### src/rtl/arm_pkg.sv
// Shared definitions for the ARM front end: fetch FSM encoding, instruction
// width and the bit positions of the decoded instruction fields.
package arm_pkg;

  localparam int INSTR_W = 32;

  localparam int COND_HI  = 31;
  localparam int COND_LO  = 28;
  localparam int OP_HI    = 27;
  localparam int OP_LO    = 26;
  localparam int FUNCT_HI = 25;
  localparam int FUNCT_LO = 20;
  localparam int RD_HI    = 15;
  localparam int RD_LO    = 12;

  typedef enum logic [1:0] {
    IDLE  = 2'd0,
    FETCH = 2'd1,
    HOLD  = 2'd2
  } fetch_state_e;

endpackage

### src/rtl/fetch_stage_pc_reg.sv
// Program counter register with redirect mux and the R15-visible PC+8 value.
module pc_reg #(
  parameter logic [31:0] RESET_PC = 32'h0000_0000
) (
  input  logic        clk,
  input  logic        rst,
  input  logic        load_en,
  input  logic        pc_src,
  input  logic [31:0] result,
  output logic [31:0] pc,
  output logic [31:0] pc_plus8
);

  logic [31:0] pc_q;
  logic [31:0] pc_d;

  // Redirect targets are silently word-aligned; increments wrap modulo 2^32.
  always_comb begin
    pc_d = pc_q;
    if (load_en) begin
      if (pc_src) begin
        pc_d = result & ~32'h0000_0003;
      end else begin
        pc_d = pc_q + 32'd4;
      end
    end
  end

  always_ff @(posedge clk or posedge rst) begin
    if (rst) begin
      pc_q <= RESET_PC;
    end else begin
      pc_q <= pc_d;
    end
  end

  assign pc       = pc_q;
  assign pc_plus8 = pc_q + 32'd8;

endmodule

### src/rtl/fetch_stage.sv
// Instruction fetch stage: req/ack fetch FSM, held instruction register and
// field slicing for the control unit; PC state lives in pc_reg.
module fetch_stage
  import arm_pkg::*;
#(
  parameter logic [31:0] RESET_PC = 32'h0000_0000,
  parameter int          ADDR_W   = 32
) (
  input  logic               CLK,
  input  logic               Reset,
  output logic               imem_req,
  output logic [ADDR_W-1:0]  imem_addr,
  input  logic               imem_ack,
  input  logic [INSTR_W-1:0] imem_rdata,
  input  logic               advance,
  input  logic               PCSrc,
  input  logic [31:0]        Result,
  output logic               instr_valid,
  output logic [INSTR_W-1:0] Instr,
  output logic [3:0]         Cond,
  output logic [1:0]         Op,
  output logic [5:0]         Funct,
  output logic [3:0]         Rd,
  output logic [31:0]        PC,
  output logic [31:0]        PCPlus8
);

  fetch_state_e       state_q, state_d;
  logic [INSTR_W-1:0] instr_q, instr_d;
  logic               instr_valid_q, instr_valid_d;
  logic               pc_load;

  // Ack is only honoured in FETCH and advance only in HOLD, so stray
  // handshakes in other states cannot disturb the held word or the PC.
  always_comb begin
    state_d       = state_q;
    instr_d       = instr_q;
    instr_valid_d = instr_valid_q;
    pc_load       = 1'b0;
    unique case (state_q)
      IDLE: state_d = FETCH;
      FETCH: begin
        if (imem_ack) begin
          instr_d       = imem_rdata;
          instr_valid_d = 1'b1;
          state_d       = HOLD;
        end
      end
      HOLD: begin
        if (advance) begin
          pc_load       = 1'b1;
          instr_valid_d = 1'b0;
          state_d       = FETCH;
        end
      end
      default: state_d = IDLE;
    endcase
  end

  always_ff @(posedge CLK or posedge Reset) begin
    if (Reset) begin
      state_q       <= IDLE;
      instr_q       <= '0;
      instr_valid_q <= 1'b0;
    end else begin
      state_q       <= state_d;
      instr_q       <= instr_d;
      instr_valid_q <= instr_valid_d;
    end
  end

  pc_reg #(
    .RESET_PC (RESET_PC)
  ) u_pc_reg (
    .clk      (CLK),
    .rst      (Reset),
    .load_en  (pc_load),
    .pc_src   (PCSrc),
    .result   (Result),
    .pc       (PC),
    .pc_plus8 (PCPlus8)
  );

  assign imem_req    = (state_q == FETCH);
  assign imem_addr   = PC[ADDR_W-1:0];
  assign instr_valid = instr_valid_q;
  assign Instr       = instr_q;
  assign Cond        = instr_q[COND_HI:COND_LO];
  assign Op          = instr_q[OP_HI:OP_LO];
  assign Funct       = instr_q[FUNCT_HI:FUNCT_LO];
  assign Rd          = instr_q[RD_HI:RD_LO];

endmodule

### config.mk
export PLATFORM = sky130hd
export DESIGN_NAME = fetch_stage
export DESIGN_NICKNAME = d
export VERILOG_FILES = /design/src/rtl/arm_pkg.sv /design/src/rtl/fetch_stage_pc_reg.sv /design/src/rtl/fetch_stage.sv
export SDC_FILE = /design/constraint.sdc
export NUM_CORES = 1
export LEC_CHECK = 0
export ABC_AREA = 1
export CAP_MARGIN = 20
export CORE_UTILIZATION = 42
export CTS_BUF_LIST = sky130_fd_sc_hd__clkbuf_8
export CTS_CLUSTER_SIZE = 28
export DETAILED_ROUTE_END_ITERATION = 8
export PLACE_DENSITY = 0.83
export SETUP_SLACK_MARGIN = 0.05
export SYNTH_ARGS = -nofsm -noshare
export SYNTH_HDL_FRONTEND = slang
export SYNTH_SLANG_ARGS = --single-unit
### constraint.sdc
create_clock -name CLK -period 2.2 [get_ports CLK]
set_input_delay 0.44 -clock CLK [delete_from_list [all_inputs] [get_ports CLK]]
set_output_delay 0.44 -clock CLK [all_outputs]
set_load 0.1 [all_outputs]
==> impl_metrics.env <==
export IMPL_regToRegStartpoint="u_pc_reg.pc[3]"
export IMPL_crit_path_start_kind="register"
export IMPL_detail_route_vias_per_cell=5.07
export IMPL_fmax_mhz=420
export IMPL_place_gp_congestion=0.886
export IMPL_max_stage_delay_ns=0.41
export IMPL_n_fill_cell=709
export IMPL_globalRouteOverflowTotal=0
export IMPL_number_of_global_route_vias_before_repair=4935
export IMPL_netlist_instances=587
export IMPL_num_nets_final=881
export IMPL_setup_worst_path_class="reg -> out"
export IMPL_route_final_wire_length_mm=15.2
export IMPL_cts_reportedPaths_clkPinSlew_ns=0.09
export IMPL_multiInputGateArea_um2=3040
export IMPL_pre_antenna_drt_iters=4
export IMPL_timing_rr_end="u_pc_reg.pc[14]"
export IMPL_grt_start_max_net_pins=66
export IMPL_cts_root_buffer="clkbuf_8"
export IMPL_synth_seq_area_share_pct=36.9
export IMPL_clock_sinks=65
export IMPL_chipHeight_um=105
export IMPL_drtAntennaViolNets=0
export IMPL_setup_slack_ns=-0.183
export IMPL_area_share_of_the_leading_cell_type_in_the_synthesized_netlist_pct=36.9
export IMPL_synthesis_yosys_warnings=0
export IMPL_cts_root_to_sink_buffers=2
export IMPL_detail_route_drc_violations=0
export IMPL_setup_worst_path_end_class="output pin"
export IMPL_fp_dieArea_um2=10900
export IMPL_worstSkewPairLatency_ns=0.36
export IMPL_critPathSlowestCell="dfrtp_2"
export IMPL_layout_min_cycle_time_ns=2.38
export IMPL_tritoncts="built"
export IMPL_num_io_pins=215
export IMPL_placedInstanceArea_um2=7190
export IMPL_via_count=4817
export IMPL_max_reg_flops=32
export IMPL_synth_top_cells_by_area="dfrtp_1 37%, nand2_1 14%, buf_4 9.0%, mux2_2 8.2%, nor2_1 6.6%"
export IMPL_failed_checks="negative setup slack"
export IMPL_critical_path_most_common_cell="nor2_4"
export IMPL_cts_inserted_buffers=9
export IMPL_cp_arrival_ns=1.94
export IMPL_final_setup_viol_count=21
export IMPL_post_synth_top_area_cell="dfrtp_1"
export IMPL_flow_area_growth_from_synthesis_pct=78.5
export IMPL_gr_usage_all_layers_pct=28.3
export IMPL_placement_rows=37
export IMPL_result_of_the_run="complete, but fails checks"
export IMPL_final_layout_size_suffix_gt1_share_pct=49.6
export IMPL_crit_path_max_fanout=4
export IMPL_fin_skew_ns=0.0156
export IMPL_syn_area_um2=4410
export IMPL_detailedPlace_worstSlack_ns=0.0239
export IMPL_drt_iter0_drc=265
export IMPL_detailed_placer_s_ending_hpwl_mm=10.8
export IMPL_antenna_diode_count=0
export IMPL_initial_utilization_pct=42.9
export IMPL_core_area_um2=10300
export IMPL_grt_pass1_wl_mm=24.3
export IMPL_die_width_um=105
export IMPL_grt_antenna_before_repair=0
export IMPL_ys_types=30
export IMPL_hold_viol_final=0
export IMPL_maxCapViolations=0
export IMPL_synth_seq_cells=65
export IMPL_ctsHtreeMaxLevel=3
export IMPL_hp_class="in -> async"
export IMPL_slew_violations=0
export IMPL_worst_r2r_setup_slack_ns=0.34
export IMPL_cp_cell_sequence="ha_4 > inv_2 > nor2_4 > nand2_2 > nor2_4 > buf_6 > xor2_4 > buf_12"
export IMPL_numPortBuffers=206
export IMPL_syn_avg_cell_area_um2=7.52
export IMPL_detail_route_wl_per_cell_um=16.0
export IMPL_layout_worst_path_cycle_share_pct=108
export IMPL_final_seq_area_um2=1660
export IMPL_worstRegToRegCells=9
export IMPL_final_area_um2=7880
export IMPL_rsz_0062_raised_after_global_routing="yes"
export IMPL_cp_required_ns=1.76
-- cells in the final DEF, fill, tap and decap left out, types with 3 or more instances in the layout --
cell               n
nor2_4            29
buf_4            171
buf_6              8
dfrtp_1           38
xnor2_4            5
nand4_1            3
o21ai_0           18
xor2_4            20
nand2_2           24
inv_2              6
conb_1             6
nand2_1          128
buf_12            31
clkinvlp_4         3
inv_1             36
o22ai_1            4
nand2_4           15
nor2_2             9
a21oi_1           16
nand3_1           33
dfrtp_2           27
clkbuf_8           9
clkdlybuf4s50_1   66
nor2_1            55
mux2_2            32
-- cell families (layout without fill, tap and decap cells) --
group	count (synthesis)	count (layout)	share of synthesized area [%]
simple gates	305	305	29.6
other cells	1	6	0.0850
flops	65	65	36.9
fa+ha+maj	2	2	0.567
buf+inv	113	336	14.3
mux	32	32	8.17
compound gates	42	42	5.05
xor+xnor	27	27	5.36
-- metal layers --
| metal | global-route usage [%] | up-vias | routed length, um |
|---|---|---|---|
| li1 | - | 2224 | - |
| met2 | 51.7 | 241 | 8090 |
| met3 | 6.64 | 42 | 1090 |
| met1 | 30.8 | 2310 | 5490 |
| met4 | 12.6 | 0 | 512 |
| met5 | 0 | - | 0 |
-- metrics by stage --
step / utilization [%] / hold slack (ns) / setup TNS, ns / std cells
global placement: 70.0 / 0.459 / 0 / 905
global route: 76.7 / 0.493 / -3.68 / 951
floorplan: - / 0.507 / -13.91 / 592
CTS: 75.5 / 0.482 / -2.27 / 946
finish: 76.7 / 0.461 / -2.17 / 951
detailed placement: 70.0 / 0.464 / 0 / 905
-- cell type report --
class	count	area share, %
well taps	136	2.16
flip-flops and latches	65	21.1
clock inverters	7	0.699
repair buffers	276	33.7
multi-input cells	414	38.6
clock buffers	9	1.57
inverters	44	2.18
-- worst max path at each step --
stage	slack, ns	to	start
CTS	-0.18	PCPlus8[13]	u_pc_reg.pc[4]
global route	-0.24	PCPlus8[23]	u_pc_reg.pc[15]
global placement	0.07	PCPlus8[25]	u_pc_reg.pc[4]
finish	-0.18	PCPlus8[13]	u_pc_reg.pc[4]
floorplan	-0.82	PCPlus8[6]	u_pc_reg.pc[3]
detailed placement	0.02	PCPlus8[25]	u_pc_reg.pc[4]
-- cells in the mapped netlist --
library cell / instances
buf_1: 3
xor2_1: 22
and2_1: 1
a211oi_1: 1
o21ai_1: 1
o21ai_0: 18
xnor2_1: 5
buf_4: 53
nand3_2: 1
o31ai_1: 2
nor3_2: 2
nand4_1: 3
a21oi_1: 16
nand3b_1: 2
mux2_2: 32
nand2_4: 1
conb_1: 1
ha_1: 2
inv_1: 41
clkbuf_1: 7
nand2_1: 162
inv_2: 3
nor2_1: 78
dfrtp_1: 65
nor2_4: 5
nand3_1: 35
nand2_2: 5
nor2_2: 10
o22ai_1: 4
buf_2: 6
-- timing repair --
action / in CTS / in global routing
endpoints found under the setup margin: 24 / 26
cloned: 0 / 0
resized for setup: 51 / 20
setup buffers: 26 / 6
pin swaps: 34 / 15
hold buffers: 0 / 0
-- worst max-delay path: cells and delay by family (launching register included) --
family | cells | cell delay (ns)
AND/OR/NAND/NOR | 3 | 0.46
flip-flops | 1 | 0.41
buffers and inverters | 3 | 0.38
XOR/XNOR | 1 | 0.17
adder cells (fa/ha/maj) | 1 | 0.15
Power is left out: the tool's default activity adds up to more than one toggle a clock period on the data nets, which glitch-free logic cannot reach.
